File: src/rtl/store_narrow_unit.sv
// Store path for sb/sh/sw into word-organised memory; narrow stores use read-modify-write.
// Optional narrowing-overflow flag on `ovf` is built when STORE_NARROW_OVF_EN is defined.
module store_narrow_unit #(
   parameter int ADDR_W = 32
) (
   input  logic              clk,
   input  logic              reset,
   input  logic              req,
   output logic              ready,
   input  logic [ADDR_W-1:0] addr,
   input  logic [31:0]       wdata,
   input  logic [1:0]        size,
   output logic              done,
   output logic              err,
   output logic              ovf,
   output logic [ADDR_W-1:0] mem_addr,
   output logic              mem_re,
   input  logic [31:0]       mem_rdata,
   output logic              mem_we,
   output logic [31:0]       mem_wdata
);

   typedef enum logic [1:0] {
      IDLE  = 2'b00,
      READ  = 2'b01,
      WRITE = 2'b10,
      FAULT = 2'b11
   } state_t;

   localparam logic [1:0] SZ_BYTE = 2'b00;
   localparam logic [1:0] SZ_HALF = 2'b01;
   localparam logic [1:0] SZ_WORD = 2'b10;

   state_t state, state_nxt;

   logic [ADDR_W-1:0] addr_p0;
   logic [31:0]       wdata_p0;
   logic [1:0]        size_p0;
   logic [31:0]       rdata_p1;
   logic              accept;
   logic              misaligned;
   logic [ADDR_W-1:0] word_addr;

   // Insert the narrowed lane (big-endian: offset 0 is the most significant lane).
   function automatic logic [31:0] merge_lane(input logic [31:0] word,
                                              input logic [31:0] val,
                                              input logic [1:0]  sz,
                                              input logic [1:0]  off);
      logic [31:0] m;
      m = word;
      if (sz == SZ_BYTE) begin
         case (off)
            2'd0:    m[31:24] = val[7:0];
            2'd1:    m[23:16] = val[7:0];
            2'd2:    m[15:8]  = val[7:0];
            default: m[7:0]   = val[7:0];
         endcase
      end else if (sz == SZ_HALF) begin
         if (off[1]) m[15:0]  = val[15:0];
         else        m[31:16] = val[15:0];
      end else begin
         m = val;
      end
      return m;
   endfunction

   function automatic logic is_misaligned(input logic [1:0] sz, input logic [1:0] off);
      logic bad;
      case (sz)
         SZ_BYTE: bad = 1'b0;
         SZ_HALF: bad = off[0];
         SZ_WORD: bad = (off != 2'b00);
         default: bad = 1'b1;
      endcase
      return bad;
   endfunction

`ifdef STORE_NARROW_OVF_EN
   // Flag values that do not survive narrowing as a signed quantity.
   function automatic logic narrow_ovf(input logic [1:0] sz, input logic [31:0] val);
      logic o;
      case (sz)
         SZ_BYTE: o = (val[31:8]  != {24{val[7]}});
         SZ_HALF: o = (val[31:16] != {16{val[15]}});
         default: o = 1'b0;
      endcase
      return o;
   endfunction
`endif

   assign accept     = req && (state == IDLE);
   assign misaligned = is_misaligned(size, addr[1:0]);
   assign word_addr  = {addr_p0[ADDR_W-1:2], 2'b00};

   // Control state: the only reset-sensitive register.
   always_ff @(posedge clk) begin
      if (reset) state <= IDLE;
      else       state <= state_nxt;
   end

   // Request capture on accept and read-data capture at the READ->WRITE edge.
   always_ff @(posedge clk) begin
      if (accept) begin
         addr_p0  <= addr;
         wdata_p0 <= wdata;
         size_p0  <= size;
      end
      if (state == READ) rdata_p1 <= mem_rdata;
   end

   always_comb begin
      state_nxt = state;
      case (state)
         IDLE: begin
            if (req) begin
               if (misaligned)           state_nxt = FAULT;
               else if (size == SZ_WORD) state_nxt = WRITE;
               else                      state_nxt = READ;
            end
         end
         READ:    state_nxt = WRITE;
         WRITE:   state_nxt = IDLE;
         FAULT:   state_nxt = IDLE;
         default: state_nxt = IDLE;
      endcase
   end

   always_comb begin
      ready     = 1'b0;
      done      = 1'b0;
      err       = 1'b0;
      mem_re    = 1'b0;
      mem_we    = 1'b0;
      mem_addr  = '0;
      mem_wdata = '0;
      case (state)
         IDLE: ready = 1'b1;
         READ: begin
            mem_re   = 1'b1;
            mem_addr = word_addr;
         end
         WRITE: begin
            mem_we    = 1'b1;
            mem_addr  = word_addr;
            mem_wdata = merge_lane(rdata_p1, wdata_p0, size_p0, addr_p0[1:0]);
            done      = 1'b1;
         end
         FAULT: begin
            done = 1'b1;
            err  = 1'b1;
         end
         default: ;
      endcase
   end

`ifdef STORE_NARROW_OVF_EN
   assign ovf = (state == WRITE) && narrow_ovf(size_p0, wdata_p0);
`else
   assign ovf = 1'b0;
`endif

endmodule
File: config.mk
export PLATFORM = sky130hd
export DESIGN_NAME = store_narrow_unit
export DESIGN_NICKNAME = d
export VERILOG_FILES = /design/src/rtl/store_narrow_unit.sv
export SDC_FILE = /design/constraint.sdc
export NUM_CORES = 1
export LEC_CHECK = 0
export ABC_AREA = 1
export CORE_ASPECT_RATIO = 1.1
export CORE_MARGIN = 2
export CORE_UTILIZATION = 45
export DETAILED_ROUTE_END_ITERATION = 10
export PLACE_DENSITY = 0.84
export SLEW_MARGIN = 15
export SYNTH_ARGS = -nofsm -noshare
export SYNTH_HDL_FRONTEND = slang
export SYNTH_SLANG_ARGS = --single-unit
File: constraint.sdc
create_clock -name clk -period 2.5 [get_ports clk]
set_input_delay 0.5 -clock clk [delete_from_list [all_inputs] [get_ports clk]]
set_output_delay 0.5 -clock clk [all_outputs]
set_load 0.05 [all_outputs]
==> summary.txt, run 1 <==
Timing
  • Peak Freq: 401.5 MHz
  • Final Cycle Share: 99.62%
  • Hold Vio Cnt, Final: 0
  • Clock Skews: 0.003306 ns
  • RSZ-0062 raised after global routing: true
  • Measured slew at the worst slew-check pin: 0.5277 ns
  • Rel. slew slack: 64.71%
  • Setup-failing EPs final: 0
  • Count of pins over their slew limit: 0
  • Minimum clock period: 2.491 ns

Die
  • # rows: 39
  • Die W: 103.0 um
  • Initial core utilization: 46.47%
  • # IOs: 171
  • Chip Height: 112.9 um
  • Die Area: 11630 sq um
  • Core area: 10440 sq um

Place
  • GPL Wtd Cong: 0.9220
  • Post-DP HPWL: 11.04 mm
  • Port buffer count: 167

Critical path
  • WP data arrival: 1.99 ns
  • Nature of the critical path startpoint: register
  • CP Max Fanout: 12
  • WP data required: 2.00 ns
  • CP Class: reg -> out
  • Critical Path End Type: output port

Synth
  • Mapped Cells: 529
  • Synth unique cells: 20
  • Post-Syn Area per Cell: 9.172 sq um
  • Synth Cell Area: 4852 sq um
  • Post-synthesis sequential area ratio: 61.47%
  • Area contributors post-synth: edfxtp_1 61%, nand2_1 13%, nand3_1 7.1%
  • Area share of the leading cell type in the synthesized netlist: 60.65%
  • Synth area leader: edfxtp_1
  • Flops & latches, synth: 100
  • Synth Warn #: 0

Cells and area
  • Antenna cells: 0
  • Synth-to-layout area growth: 63.10%
  • Layout cells sized above 1: 20.03%
  • Final Net Count: 820
  • Final core occ: 75.78%

Pwr
  • Leak: 0.003448 uW
  • Pwr Total: 7402 uW
  • P per Cell Area: 935.3 nW/um^2
  • Maximum VDD drop: 879.5 uV

CTS
  • CTS Buf Count: 9
  • Clock buffer depth: 2
  • CTS tree: yes
  • Clk root buf: clkbuf_16
  • Skew-Pair Late Insertion Delay: 0.34 ns
  • CTS H-tree depth: 3
  • Reg clk slew, reported paths: 0.07 ns
  • CTS sink cnt: 100
  • Cts hold-fix bufs: 0

GRT
  • Initial antenna violation count: 0
  • GRT Residual Overflow: 0
  • First-pass GRT wire length: 23.55 mm
  • Vias in the first global route: 4546
  • Largest net degree at the start of global routing: 40
  • GR Util All Layers: 27.07%

Outcome
  • Status: finished, final reports clean

Routing
  • Final WL: 15.79 mm
  • Wire per inst: 18.32 um
  • Via count: 4578
  • Final ANT Viol Nets: 0
  • Via/cell ratio: 5.311
  • Residual DRC: 0
  • First-pass DRT Iterations: 6
  • Drt initial violations: 594

Min path
  • Hold WC Path Type: reg -> reg

Job
  • Max-cap violations: 0
logic make-up after synthesis:
logic type	synth area share [%]
and+or+nand+nor	22.87
buffers and inverters	9.438
DFF	61.47
AOI/OAI and AO/OA	4.848
adders and majority gates	1.289
other	0.07729
report_power, final:
| part | internal [uW] | switching (uW) |
|---|---|---|
| Sequential | 2170 | 106 |
| Combinational | 1520 | 2220 |
| Clock | 771 | 618 |
| Total | 4460 | 2940 |
cells in the mapped netlist, drive strengths merged:
cell and number:
nand2 170, clkbuf 7, o21ai 10, edfxtp 98, or2 1, inv 89
nand3 70, ha 5, o211ai 10, buf 18, a21oi 22, dfxtp 2
nor2 26, conb 1
sequential cells by signal (all words and copies together) (netlist names):
register / flops
addr_p0: 32
wdata_p0: 32
size_p0: 2
state: 2
rdata_p1: 32
metal layers:
metal	track usage, %	wire length (um)	part of all wire [%]
met4	10.35	576	3.6
met3	10.56	2062	13
met5	0	0	0
met1	31.74	5273	33
met2	44.59	7878	50
critical path: stages, from the launching register on:
cell	delay (ns)
edfxtp_1	0.48
buf_6	0.19
nor2_4	0.19
buf_4	0.15
clkbuf_16	0.16
a21oi_1	0.07
a21oi_2	0.23
buf_12	0.17
path summary, 6_finish.rpt:
kind              start            end  slack (ns)  cells past startpoint
max reg2reg    state[0]   wdata_p0[25]        0.83                      5
max          size_p0[1]  mem_wdata[28]       0.009                      7
min            state[1]       state[1]        0.62                      2
min reg2reg    state[1]       state[1]        0.62                      2
final cells by class:
class                      instances  area [sq um]
clock buffer                       9         225.2
clock inverter                     7         67.56
fill                             671          2529
inverter                          89         347.8
multi-input combinational        317          1535
sequential                       100          2983
tap                              143         178.9
timing repair buffer             197          2576
timing repair:
action / CTS / global route
pin swaps: 0 / 5
setup buffers: 1 / 11
gates resized for setup: 8 / 33
cloned: 0 / 1
setup endpoints to repair: 29 / 32
through the flow:
stage | hold slack (ns) | setup TNS [ns] | std cells | worst slack, ns | instance area (sq um)
2_1_floorplan | 0.5448 | -0.9398 | 531 | -0.07605 | 4871
3_3_place_gp | 0.5573 | 0 | 833 | 0.2543 | 7366
3_5_place_dp | 0.5829 | 0 | 833 | 0.1773 | 7366
4_1_cts | 0.6370 | -0.4695 | 850 | -0.05222 | 7690
5_1_grt | 0.6557 | -0.5990 | 862 | -0.05638 | 7914
6_report | 0.6235 | 0 | 862 | 0.009437 | 7914
cells in the final DEF, fill, tap and decap left out, drive strengths merged:
cell and n:
nand3 70, dfxtp 2, o21ai 10, edfxtp 98
a21oi 22, ha 5, o211ai 10, conb 3
buf 94, or2 1, bufinv 1, clkinv 6
clkdlybuf4s50 102, inv 87, clkinvlp 2, nor2 26
nand2 170, clkbuf 10
Power figures use the tool's default switching activity.
==> inputs of run 2 (changes only) <==
--- a/config.mk
+++ b/config.mk
@@ -6,7 +6,7 @@
 export NUM_CORES = 1
 export LEC_CHECK = 0
 export ABC_AREA = 1
-export CORE_ASPECT_RATIO = 1.1
+export CORE_ASPECT_RATIO = 0.75
 export CORE_MARGIN = 2
 export CORE_UTILIZATION = 45
 export DETAILED_ROUTE_END_ITERATION = 10
==> summary.txt, run 2 (same netlist as run 1, synthesis figures left out) <==
Pwr
  • Maximum VDD drop: 800.0 uV (was 879.5 uV)
  • Sw Ratio: 39.80% (was 39.78%)
  • Sequential power share: 30.6% (was 30.7%)
  • P_sw: 2958 uW (was 2944 uW)
  • Internal: 4475 uW (was 4458 uW)
  • P per Cell Area: 952.6 nW/um^2 (was 935.3 nW/um^2)
  • Logic pwr share: 49.7% (was 50.5%)
  • Clk network pwr share: 19.7% (was 18.8%)
  • Leak: 0.003386 uW (was 0.003448 uW)
  • Pwr Total: 7434 uW (was 7402 uW)

Critical path
  • Nature of the critical path startpoint: register (unchanged)
  • WP data arrival: 1.94 ns (was 1.99 ns)
  • Worst R2R Setup Slack: 0.76 ns (was 0.83 ns)
  • Worst setup endpoint: mem_wdata[5] (was mem_wdata[28])
  • Worst-path cell chain: buf_4, nand2_4, nand2_1, o211ai_1, a21oi_1, buf_12 (was buf_6, nor2_4, buf_4, clkbuf_16, a21oi_1, a21oi_2, buf_12)
  • CP Class: reg -> out (unchanged)
  • Max incr delay on CP: 0.40 ns (was 0.48 ns)
  • Slowest-stage cell, CP: edfxtp_1 (unchanged)
  • Worst reg2reg path depth: 5 (unchanged)
  • Critical Path End Type: output port (unchanged)
  • Worst R2R Start: state[1] (was state[0])
  • CP Launch Point: addr_p0[1] (was size_p0[1])
  • R2R Path End: state[1] (was wdata_p0[25])
  • WP data required: 2.00 ns (about the same)
  • CP Max Fanout: 20 (was 12)

CTS
  • Clk root buf: clkbuf_16 (unchanged)
  • Clock buffer depth: 2 (unchanged)
  • CTS tree: yes (unchanged)
  • CTS sink cnt: 100 (unchanged)
  • CTS Buf Count: 9 (unchanged)
  • Reg clk slew, reported paths: 0.07 ns (about the same)
  • CTS H-tree depth: 3 (unchanged)
  • Skew-Pair Late Insertion Delay: 0.34 ns (about the same)

GRT
  • First-pass GRT wire length: 22.40 mm (was 23.55 mm)
  • Largest net degree at the start of global routing: 44 (was 40)
  • Vias in the first global route: 4301 (was 4546)
  • Initial antenna violation count: 0 (unchanged)
  • GRT Residual Overflow: 0 (unchanged)
  • GR Util All Layers: 25.87% (was 27.07%)

Cells and area
  • Final Net Count: 807 (was 820)
  • Layout cells sized above 1: 18.70% (was 20.03%)
  • Final core occ: 74.96% (was 75.78%)
  • Antenna cells: 0 (unchanged)
  • Synth-to-layout area growth: 60.83% (was 63.10%)
  • Final Instance Area: 7804 sq um (was 7914 sq um)
  • Most frequent cells in the layout: 165 x nand2_1, 102 x clkdlybuf4s50_1, 98 x edfxtp_1, 83 x inv_1, 69 x nand3_1 (was 165 x nand2_1, 102 x clkdlybuf4s50_1, 98 x edfxtp_1, 81 x inv_1, 69 x nand3_1)
  • Regs by FF count: addr_p0 x32, rdata_p1 x32, wdata_p0 x32 (unchanged)
  • Commonest non-fill, non-tap cell in the layout: nand2_1 (unchanged)
  • Fill count: 713 (was 671)

Routing
  • Via/cell ratio: 5.124 (was 5.311)
  • Wire per inst: 17.36 um (was 18.32 um)
  • Final ANT Viol Nets: 0 (unchanged)
  • Final WL: 14.62 mm (was 15.79 mm)
  • Drt initial violations: 534 (was 594)
  • Via count: 4314 (was 4578)
  • First-pass DRT Iterations: 5 (was 6)
  • Residual DRC: 0 (unchanged)

Die
  • Initial core utilization: 46.61% (was 46.47%)
  • Die Area: 11640 sq um (was 11630 sq um)
  • # IOs: 171 (unchanged)
  • # rows: 32 (was 39)
  • Chip Height: 93.93 um (was 112.9 um)
  • Core area: 10410 sq um (was 10440 sq um)
  • Die W: 123.9 um (was 103.0 um)

Timing
  • Minimum clock period: 2.439 ns (was 2.491 ns)
  • Setup-failing EPs final: 0 (unchanged)
  • Peak Freq: 410.0 MHz (was 401.5 MHz)
  • Measured slew at the worst slew-check pin: 0.5938 ns (was 0.5277 ns)
  • Setup_tns: 0 ns (unchanged)
  • Final Cycle Share: 97.55% (was 99.62%)
  • Count of pins over their slew limit: 0 (unchanged)
  • Clock Skews: 0.005990 ns (was 0.003306 ns)
  • RSZ-0062 raised after global routing: true (unchanged)
  • Hold Vio Cnt, Final: 0 (unchanged)
  • Rel. slew slack: 60.42% (was 64.71%)

Place
  • Port buffer count: 167 (unchanged)
  • Post-DP HPWL: 10.66 mm (was 11.04 mm)
  • Area after DPL: 7345 sq um (was 7366 sq um)
  • GPL Wtd Cong: 0.8912 (was 0.9220)

Outcome
  • Status: finished, final reports clean (unchanged)

Min path
  • Hold WC Path Type: reg -> reg (unchanged)

Job
  • Max-cap violations: 0 (unchanged)
run 2: cell types whose count changed in the layout (fill, tap and decap cells not counted), moves of 3 or more:
cell,delta
buf_4,-13
nor2_1,+5
a21oi_1,-4
a21oi_2,+4
nor2_2,-3
run 2: worst min-delay path by stage:
stage	depth (start not counted)	from	end
after detailed placement	2	state[0]	state[0]
after floorplan	2	state[1]	state[1]
after CTS	2	state[1]	state[1]
final	2	state[1]	state[1]
after global routing	1	addr[12]	addr_p0[12]
after global placement	2	state[1]	state[1]
run 2: per-layer routing:
layer  track usage [%]  share of wire (%)  vias to the layer above
li1                  -                  -                     2045
met1             33.66                 40                     1962
met2             40.61                 46                      280
met3             10.01                 13                       27
met4             6.835                1.6                        0
met5                 0                  0                        -
run 2: cell type report:
cell class | count | area [sq um] | share of cell area, %
well taps | 136 | 170.2 | 2.181
multi-input cells | 317 | 1519 | 19.46
clock inverters | 7 | 92.59 | 1.186
clock buffers | 9 | 225.2 | 2.886
repair buffers | 183 | 2462 | 31.55
inverters | 89 | 344.1 | 4.409
repair inverters | 1 | 7.507 | 0.09620
flip-flops and latches | 100 | 2983 | 38.22
run 2: metrics by stage:
stage	hold WS, ns	instances	setup WS (ns)
detailed placement	0.6053	821	0.2311
CTS	0.6159	839	-0.02832
global placement	0.5571	821	0.3143
finish	0.6240	842	0.06118
global route	0.6887	842	-0.04051
floorplan	0.5448	531	-0.07605
run 2: power by group through the flow:
stage / clock network, uW / registers, uW / logic, uW
floorplan: 0 / 2280 / 1860
global placement: 0 / 2300 / 3540
detailed placement: 0 / 2310 / 3600
CTS: 1490 / 2270 / 3650
global route: 1550 / 2300 / 3900
finish: 1460 / 2270 / 3700
run 2: critical path, delay by kind of cell, from the launching register on:
family / cells / cell delay (ns)
DFF: 1 / 0.40
AOI/OAI and AO/OA: 2 / 0.41
and+or+nand+nor: 2 / 0.29
buffers and inverters: 2 / 0.48
run 2: timing repair:
item,4_1_cts,5_1_grt
gates cloned,1,0
hold buffers,0,0
setup endpoints to repair,30,49
buffers inserted,1,3
resized for setup,10,19
endpoints found under the hold margin,0,0
